File: src/rtl/program_loader.sv
// rtl/program_loader.sv - boot byte-stream loader writing big-endian words into core RAM
// Optional trailing XOR checksum byte: define PROGRAM_LOADER_CHECKSUM_EN.
module program_loader #(
    parameter int ADDRESS_SIZE = 11,
    parameter int WORD_SIZE    = 64
) (
    input  logic                    clk,
    input  logic                    reset,
    input  logic [7:0]              inByte,
    input  logic                    inByteValid,
    output logic                    inByteReady,
    input  logic                    restart,
    output logic [ADDRESS_SIZE-1:0] memAddress,
    output logic [WORD_SIZE-1:0]    memDataIn,
    output logic                    memWrite,
    output logic                    cpuRun,
    output logic                    busy,
    output logic                    loadError
);

    localparam int             BYTES     = WORD_SIZE / 8;
    localparam int             BW        = $clog2(BYTES + 1);
    localparam logic [BW-1:0]  LAST_BYTE = BW'(BYTES - 1);
    localparam logic [16:0]    MAX_WORDS = 17'(1) << ADDRESS_SIZE;

    typedef enum logic [2:0] {
        S_IDLE, S_LEN_HI, S_LEN_LO, S_DATA, S_WRITE, S_DONE, S_ERROR
`ifdef PROGRAM_LOADER_CHECKSUM_EN
        , S_CHECK
`endif
    } state_t;

`ifdef PROGRAM_LOADER_CHECKSUM_EN
    localparam state_t S_FINAL = S_CHECK;
`else
    localparam state_t S_FINAL = S_DONE;
`endif

    state_t                  state_q, state_d;
    logic [15:0]             count_q, count_d;
    logic [ADDRESS_SIZE:0]   idx_q, idx_d;
    logic [BW-1:0]           byte_cnt_q, byte_cnt_d;
    logic [WORD_SIZE-1:0]    word_q, word_d;
    logic [ADDRESS_SIZE-1:0] addr_q, addr_d;
    logic [WORD_SIZE-1:0]    data_q, data_d;
    logic [7:0]              xor_q, xor_d;
    logic                    accept;
    logic [16:0]             len;

    always_ff @(posedge clk or posedge reset) begin
        if (reset) begin
            state_q    <= S_IDLE;
            count_q    <= '0;
            idx_q      <= '0;
            byte_cnt_q <= '0;
            word_q     <= '0;
            addr_q     <= '0;
            data_q     <= '0;
            xor_q      <= '0;
        end else begin
            state_q    <= state_d;
            count_q    <= count_d;
            idx_q      <= idx_d;
            byte_cnt_q <= byte_cnt_d;
            word_q     <= word_d;
            addr_q     <= addr_d;
            data_q     <= data_d;
            xor_q      <= xor_d;
        end
    end

    // Ready is decoded from the state register only, never from valid.
    assign inByteReady = (state_q == S_LEN_HI) || (state_q == S_LEN_LO) || (state_q == S_DATA)
`ifdef PROGRAM_LOADER_CHECKSUM_EN
                         || (state_q == S_CHECK)
`endif
                         ;
    assign accept     = inByteValid && inByteReady;
    assign memWrite   = (state_q == S_WRITE);
    assign cpuRun     = (state_q == S_DONE);
    assign loadError  = (state_q == S_ERROR);
    assign busy       = (state_q != S_IDLE) && (state_q != S_DONE) && (state_q != S_ERROR);
    assign memAddress = addr_q;
    assign memDataIn  = data_q;
    assign len        = {1'b0, count_q[15:8], inByte};

    always_comb begin
        state_d    = state_q;
        count_d    = count_q;
        idx_d      = idx_q;
        byte_cnt_d = byte_cnt_q;
        word_d     = word_q;
        addr_d     = addr_q;
        data_d     = data_q;
        xor_d      = xor_q;
        case (state_q)
            S_IDLE: state_d = S_LEN_HI;
            S_LEN_HI: if (accept) begin
                count_d[15:8] = inByte;
                state_d       = S_LEN_LO;
            end
            S_LEN_LO: if (accept) begin
                count_d = len[15:0];
                if (len == 17'd0)           state_d = S_FINAL;
                else if (len > MAX_WORDS)   state_d = S_ERROR;
                else                        state_d = S_DATA;
            end
            S_DATA: if (accept) begin
                word_d = {word_q[WORD_SIZE-9:0], inByte};
                xor_d  = xor_q ^ inByte;
                if (byte_cnt_q == LAST_BYTE) begin
                    byte_cnt_d = '0;
                    addr_d     = idx_q[ADDRESS_SIZE-1:0];
                    data_d     = word_d;
                    state_d    = S_WRITE;
                end else begin
                    byte_cnt_d = byte_cnt_q + 1'b1;
                end
            end
            S_WRITE: begin
                idx_d = idx_q + 1'b1;
                // Wide compare so N = 2^ADDRESS_SIZE terminates without wrapping.
                if (32'(idx_q) + 32'd1 == 32'(count_q)) state_d = S_FINAL;
                else                                    state_d = S_DATA;
            end
`ifdef PROGRAM_LOADER_CHECKSUM_EN
            S_CHECK: if (accept) begin
                state_d = (inByte == xor_q) ? S_DONE : S_ERROR;
            end
`endif
            S_DONE, S_ERROR: if (restart) begin
                state_d    = S_IDLE;
                count_d    = '0;
                idx_d      = '0;
                byte_cnt_d = '0;
                xor_d      = '0;
            end
            default: state_d = S_IDLE;
        endcase
    end

endmodule

File: config.mk
export PLATFORM = sky130hd
export DESIGN_NAME = program_loader
export DESIGN_NICKNAME = d
export VERILOG_FILES = /design/src/rtl/program_loader.sv
export SDC_FILE = /design/constraint.sdc
export NUM_CORES = 1
export LEC_CHECK = 0
export CELL_PAD_IN_SITES_DETAIL_PLACEMENT = 0
export CELL_PAD_IN_SITES_GLOBAL_PLACEMENT = 1
export CORE_UTILIZATION = 30
export DETAILED_ROUTE_END_ITERATION = 10
export PLACE_DENSITY = 0.6
export REMOVE_ABC_BUFFERS = 1
export SYNTH_ARGS = -nofsm -noshare
export SYNTH_HDL_FRONTEND = slang
export SYNTH_SLANG_ARGS = --single-unit
File: constraint.sdc
create_clock -name clk -period 7.6 [get_ports clk]
set_input_delay 0.76 -clock clk [delete_from_list [all_inputs] [get_ports clk]]
set_output_delay 0.76 -clock clk [all_outputs]
set_load 0.02 [all_outputs]
-- Yosys cells after proc, flatten, opt, wreduce, memory -nomap -nowiden
Cells that the tools add are included.
- flip-flop bits (word level): 166
- output and inout bits: 80
- bits of input ports: 12
- eq/ne operators: 15
- add/subtract/negate cells: 3
- magnitude comparators: 1
- muxes and demuxes: 20
- reductions and logical operators: 20
- bitwise gates (word level): 1
- operators by type and width (cell ; number):
    2-to-1 mux 3 bit ; 8
    one-hot mux 12 bit (2 select lines) ; 1
    one-hot mux 8 bit (3 select lines) ; 1
    one-hot mux 3 bit (6 select lines) ; 1
    logical NOT 17 bit ; 1
    == test 13 x 16 -> 1 bit ; 1
    greater-than comparator 16 x 12 -> 1 bit, second input constant ; 1
    2-to-1 mux 16 bit ; 1
    2-to-1 mux 8 bit ; 2
    one-hot mux 8 bit (2 select lines) ; 1
    adder 12 x 1 -> 13 bit, second input constant ; 1
    adder 12 x 1 -> 12 bit, second input constant ; 1
    2-to-1 mux 12 bit ; 1
    2-to-1 mux 4 bit ; 3
    == test 3 bit, second input constant ; 3
    AND reduction 3 bit ; 3
    != test 2 bit, second input constant ; 4
    one-hot mux 4 bit (2 select lines) ; 1
    nonzero test 2 bit ; 4
    == test 3 x 2 -> 1 bit, second input constant ; 2
    != test 3 bit, second input constant ; 2
    AND reduction 5 bit ; 1
    adder 4 x 1 -> 4 bit, second input constant ; 1
    == test 4 x 3 -> 1 bit, second input constant ; 1
    10 further kinds ; 14

-- Longest topological paths before layout
Gate-level depths: netlist (run 1).
- word-level depth: 6
- depth in mapped cells: 9
- mapped depth without buffers: 7

-- Worst setup path before layout (run 1)
OpenSTA, ideal clock, no wires.
- path kind: input to register
- start: in inByteValid
- end: reg data_q[0] (netlist: memDataIn[0])
- data arrival time: 1988 ps
- path buffers: 3
- data required time: 7473 ps
- setup time: 127 ps
- stages on the path: 7
- slack: 5485 ps
- path through: nand3b_1 > or2_1 > clkbuf_1 > nor2_2 > buf_4 > buf_6 > mux2_1
- word-level cells in the longest chain between the ends: 2
- RTL lines (item ; line ; source):
    start, declared ; 10 ; input logic inByteValid,
    logical AND 1 bit ; 78 ; assign accept = inByteValid && inByteReady;
    AND reduction 3 bit (no source line) ; -- ;
    end signal, assigned ; 67 ; data_q <= data_d;
    end, declared ; 45 ; logic [WORD_SIZE-1:0] data_q, data_d;
No other way between the ends.
A chain may end at the register's enable or synchronous reset.

-- Worst setup path in the final report (run 1)
- start: reg state_q[0]
- end: out memWrite
- word-level cells in the longest chain between the ends: 1
- RTL lines (item ; line ; source):
    start, declared ; 39 ; state_t state_q, state_d;
    start signal, assigned ; 61 ; state_q <= state_d;
    == test 3 bit ; 79 ; assign memWrite = (state_q == S_WRITE);
    end, declared ; 15 ; output logic memWrite,
No other way between the ends.

==> results of run 1 <==
worst max path at each step:
| stage | from | end | slack, ps |
|---|---|---|---|
| 2_1_floorplan | reset | byte_cnt_q[0] | 2350 |
| 3_3_place_gp | inByteValid | memDataIn[51] | 4200 |
| 3_5_place_dp | inByteValid | memDataIn[57] | 4190 |
| 4_1_cts | state_q[0] | memWrite | 4190 |
| 5_1_grt | state_q[0] | memWrite | 4020 |
| 6_report | state_q[0] | memWrite | 4210 |
state kept, by name, summed over array words and instances (netlist names):
register / count
byte_cnt_q: 4
count_q: 16
idx_q: 12
memAddress: 11
memDataIn: 64
state_q: 3
word_q: 56
layout by cell type, fill, tap and decap left out, types with 7 or more instances in the layout:
cell type                         count
sky130_fd_sc_hd__nor2_1              26
sky130_fd_sc_hd__clkbuf_16           17
sky130_fd_sc_hd__mux2_1              50
sky130_fd_sc_hd__nor3_1               7
sky130_fd_sc_hd__nand2_1            190
sky130_fd_sc_hd__nand3_1             16
sky130_fd_sc_hd__a22o_1               9
sky130_fd_sc_hd__o21ai_1              8
sky130_fd_sc_hd__inv_1               13
sky130_fd_sc_hd__o21ai_0             22
sky130_fd_sc_hd__a21oi_1             10
sky130_fd_sc_hd__xnor2_1              8
sky130_fd_sc_hd__clkdlybuf4s50_1     91
sky130_fd_sc_hd__dfrtp_1            166
sky130_fd_sc_hd__mux2_2              25
worst max-delay path, delay by kind of cell, from the launching register on:
| family | cells | cell delay, ps |
|---|---|---|
| DFF | 1 | 510 |
| buffers and inverters | 2 | 1100 |
| and+or+nand+nor | 2 | 600 |
final cells by class:
class,count,area (um^2)
Fill cell,2250,14000
Sequential cell,166,4150
Multi-Input combinational cell,432,2600
Timing Repair Buffer,95,941
Clock buffer,19,443
Tap cell,313,392
Clock inverter,13,161
Inverter,15,61.3
through the flow:
stage	total power [W]	worst slack (ps)	instance area, um^2	hold WS (ps)
2_1_floorplan	0.00207	2350	6800	440
3_3_place_gp	0.00253	4200	8150	452
4_1_cts	0.00347	4190	8760	476
3_5_place_dp	0.00257	4190	8150	459
6_report	0.00342	4210	8760	468
5_1_grt	0.00365	4020	8760	510
report_power, final:
group | internal [W] | switching (W)
logic | 0.000488 | 0.000583
clock network | 0.000504 | 0.000375
registers | 0.00119 | 0.000278
total | 0.00218 | 0.00124
per-layer routing:
metal	up-vias	part of all wire, %
met4	0	1.3
li1	2350	-
met1	2419	50
met5	-	0
met2	102	45
met3	14	3.8
logic make-up (layout without fill, tap and decap cells):
family,after synthesis,in the layout,synth area share (%)
xor gates and xnor gates,14,14,1.75
muxes,75,75,12.1
DFF,166,166,59.4
and+or+nand+nor,274,274,16.9
adders and majority gates,2,2,0.358
AOI/OAI and AO/OA,67,67,5.97
buffers and inverters,49,142,3.59
==> flow_summary.ini, run 1 <==
[outcome]
status = completed

[timing]
timing.slew.headroom_pct = 30.0
max_freq_mhz = 295
worst-slew-pin-transition_ps = 1050
final_period_minus_worst_setup_slack_ps = 3390
final_max_slew_viol_count = 0
setup_violations_final = 0
clock_skews_ps = 8.62
period_share_pct = 44.6
rsz0062_at_grt = false
final_hold_viol_count = 0
tns_ps = 0

[die]
floorplan.die_area_um2 = 23900
die_width_um = 155
die-height_um = 155
floorplan.core_area_um2 = 22800
ios = 92
floorplan.initialDensity_pct = 30.7
std_cell_rows = 55

[layout]
finish.cell_count_without_fillers = 1053
area_growth_syn_to_layout_pct = 25.1
n_antenna_cell = 0
finish.utilization_pct = 38.4
layout_cells_sized_above_1_pct = 9.46
finalNetCount = 741

[synthesis]
count_of_flip_flops_with_a_built_in_enable_after_synthesis = 0
synth-seq-area-share_pct = 59.4
post_synth_instance_area_um2 = 7000
synth.yosys.warnings = 0
post-synth-top-count-cell = sky130_fd_sc_hd__nand2_1
ys_ff_latch = 166
post_synthesis_average_cell_area_um2 = 10.8
synth_top_cell_area_share_pct = 59.4
post_synthesis_cell_type_with_the_largest_combined_area = sky130_fd_sc_hd__dfrtp_1
synth_cell_types = 48
postSynthCellCount = 647
asyncSetResetFlopFracSynth_pct = 100
synth_ff_type = sky130_fd_sc_hd__dfrtp_1
ys_top_cells_by_area = sky130_fd_sc_hd__dfrtp_1 (59%), sky130_fd_sc_hd__nand2_1 (10%), sky130_fd_sc_hd__mux2_1 (8.0%), sky130_fd_sc_hd__mux2_2 (4.0%), sky130_fd_sc_hd__o21ai_0 (1.6%)
most_instantiated_cells_after_synthesis = sky130_fd_sc_hd__nand2_1 (190), sky130_fd_sc_hd__dfrtp_1 (166), sky130_fd_sc_hd__mux2_1 (50)

[setup_path]
timing.critical_path.cells = nor2_1 > nand2_1 > clkinv_1 > clkdlybuf4s50_1
worst-path-max-fanout = 16
r2r_setup_slack_ps = 4880
regToRegStartpoint = state_q[0]
crit_arrival_ps = 2630
worst_path_largest_cell_delay_ps = 650
timing.critical_path.required_ps = 6840
kind_of_capture_point_of_the_worst_setup_path = output pin
worst-setup-path-type = flip-flop to output pin
timing.rr.end = idx_q[2]
setup.worst_path.start_class = flip-flop
slowest_stage = sky130_fd_sc_hd__clkdlybuf4s50_1
reg2reg_depth = 6

[route]
antenna_violating_nets_post_route = 0
routedWlPerCell_um = 14.7
number_of_design_rule_violations_left_by_the_first_detailed_router_iteration = 208
totalWireLength_mm = 15.5
post_drt_via_cell_ratio = 4.64
first_pass_iters = 5
route.detailed.drc = 0
num_vias = 4885

[cts]
clockRootBuffer = sky130_fd_sc_hd__clkbuf_16
cts_sinks = 166
clock_tree.buffer_depth = 2
h-tree-depth = 4
total_clock_buffers_created_by_cts = 17
cts-hold-fix-buffers = 0
cts_tree = built
worstSkewPairLatency_ps = 420
postCtsResizedCells = 0
cts.repair_timing.setup_buffer_count = 0
clk_pin_slew_ps = 60

[place]
hpwlAfterDp_mm = 9.91
dpl.cell_count = 1021
port-buffer-count = 91
place.gp.congestion = 0.799

[grt]
overflow = 0
met3_grt_util_pct = 3.17
groute.layer.met2.usage_pct = 20.8
grt_pass1_vias = 4706
groute.layer.met1.usage_pct = 19.2
grt_start_max_net_pins = 90
global_route.peak_usage_layer = met2
grt_pass1_wl_mm = 25.7
antenna_found_initial = 0
grt.total_usage_pct = 13.7

[power_and_ir_drop]
power-per-cell-area_nw_per_um2 = 390
vdd.ir_drop.worst_uv = 141
leakagePower_nw = 4.13

[min_path]
worst_hold_path_type = flip-flop to flip-flop
min-delay-start = word_q[49]
timing.hold.worst_endpoint = word_q[49]
min_delay_path_depth = 2

[flow_run]
max-cap-violations = 0
No activity file was read; power rests on OpenSTA's default activity.
==> run 2: changes to the inputs <==
PLACE_DENSITY = 0.63   (was 0.6)
clock period = 2.8 ns   (was 7.6 ns; I/O delays follow)
==> flow_summary.ini, run 2 (same netlist as run 1, synthesis figures left out) <==
[route]
routed.top_layer = met5
met1Wirelength_mm = 7.68
post_drt_via_cell_ratio = 4.66
met3WireLength_um = 725
num_vias = 4955
route.detailed.drc = 0
antenna_violating_nets_post_route = 0
first_pass_iters = 4
totalWireLength_mm = 15.8
number_of_design_rule_violations_left_by_the_first_detailed_router_iteration = 239
routedWlPerCell_um = 14.8
detailroute.wirelength.met2_mm = 7.13

[die]
die_width_um = 155
std_cell_rows = 55
floorplan.core_area_um2 = 22800
floorplan.initialDensity_pct = 30.7
ios = 92
floorplan.die_area_um2 = 23900
die-height_um = 155

[setup_path]
worst_path_largest_cell_delay_ps = 670
timing.critical_path.required_ps = 2520
worst_path_dominant_cell_family = buffers and inverters
worst-setup-path-type = flip-flop to output pin
critical-path-top-cell-by-count = sky130_fd_sc_hd__a21oi_1
crit_arrival_ps = 2260
slowest_stage = sky130_fd_sc_hd__clkdlybuf4s50_1
kind_of_capture_point_of_the_worst_setup_path = output pin
worst-path-max-fanout = 11
crit_buf_inv = 1
timing.critical_path.cells = nand2b_1 > a21oi_1 > a21oi_1 > clkdlybuf4s50_1
setup.worst_path.start_class = flip-flop

[cts]
clk_pin_slew_ps = 70
cts-hold-fix-buffers = 0
h-tree-depth = 4
cts_sinks = 166
worstSkewPairLatency_ps = 430
clock_tree.buffer_depth = 2
postCtsResizedCells = 0
clockRootBuffer = sky130_fd_sc_hd__clkbuf_16
total_clock_buffers_created_by_cts = 17
cts.repair_timing.setup_buffer_count = 0
cts_tree = built

[layout]
finish.utilization_pct = 38.8
n_antenna_cell = 0
layout.cells.most_common = sky130_fd_sc_hd__nand2_1
commonest_cells_after_routing_fill_and_taps_aside = sky130_fd_sc_hd__nand2_1 (190), sky130_fd_sc_hd__dfrtp_1 (166), sky130_fd_sc_hd__clkdlybuf4s50_1 (91)
area_growth_syn_to_layout_pct = 26.3
flip_flop_count_of_the_largest_register_after_layout = 64
finish.cell_count_without_fillers = 1063
finalNetCount = 751
seq_area_um2 = 4150
multi_input_comb_area_um2 = 2600
fill_cells = 2228
layout_cells_sized_above_1_pct = 10.7

[place]
hpwlAfterDp_mm = 10.4
dpl.cell_count = 1031
port-buffer-count = 91
place_ws_ps = 345
place.gp.congestion = 0.798

[timing]
rsz0062_at_grt = false
finalWorstSetupSlack_ps = 263
final_max_slew_viol_count = 0
clock_skews_ps = 12.5
period_share_pct = 90.6
final_period_minus_worst_setup_slack_ps = 2540
setup_violations_final = 0
worst-slew-pin-transition_ps = 669
tns_ps = 0
fin_hold_ws_ps = 290
max_freq_mhz = 394
timing.slew.headroom_pct = 55.4
final_hold_viol_count = 0

[grt]
antenna_found_initial = 1
overflow = 0
grt.total_usage_pct = 14.1
grt_pass1_vias = 4969
grt_pass1_wl_mm = 26.5
grt_start_max_net_pins = 65

[power_and_ir_drop]
power-per-cell-area_nw_per_um2 = 1050
leakagePower_nw = 4.18
vdd.ir_drop.worst_uv = 437

[flow_run]
max-cap-violations = 0

[min_path]
worst_hold_path_type = primary input to async pin

[outcome]
status = completed
[run 2: changes by cell type in the layout (fill, tap and decap cells not counted), sizes merged]
cell	delta
clkinv	-3
buf	+10
bufinv	-1
clkinvlp	+2
inv	+2
[run 2: per-layer routing]
layer	track usage [%]	vias to the layer above
met5	0	-
met3	3.17	20
met1	19.3	2442
met4	4.67	2
met2	22.0	130
li1	-	2361
[run 2: metrics by stage]
step	cell area, um^2	power, W
6_report	8840	0.00927
5_1_grt	8840	0.00990
4_1_cts	8840	0.00939
3_5_place_dp	8260	0.00705
3_3_place_gp	8260	0.00693
2_1_floorplan	6800	0.00563
[run 2: report_power, final]
group / leakage [nW] / internal [W] / switching (W)
sequential: 2.22 / 0.00323 / 0.000751
combinational: 1.68 / 0.00137 / 0.00162
clock: 0.276 / 0.00128 / 0.00102
total: 4.18 / 0.00588 / 0.00339
[run 2: worst paths after layout]
kind	from	slack, ps	depth (start not counted)	end
worst max register to register	idx_q[1]	530	7	state_q[2]
worst min-delay path	reset	290	2	word_q[54]
worst max-delay path	state_q[0]	260	4	busy
worst min register to register	word_q[54]	470	2	word_q[54]
min in group clk	word_q[54]	470	2	word_q[54]
max in group asynchronous	reset	1780	3	idx_q[7]
[run 2: area by class of cell]
cell class              count  share of cell area, %
clock buffers              19                   5.01
clock inverters            13                   1.50
inverters                  15                  0.694
multi-input cells         432                   29.5
flip-flops and latches    166                   47.0
well taps                 313                   4.43
repair buffers            105                   11.9
==> run 3: changes to the inputs <==
CTS_CLUSTER_SIZE = 40   (was not set)
==> results of run 3 <==
Same layout as run 2: the final DEF is identical, and so are final timing and power.
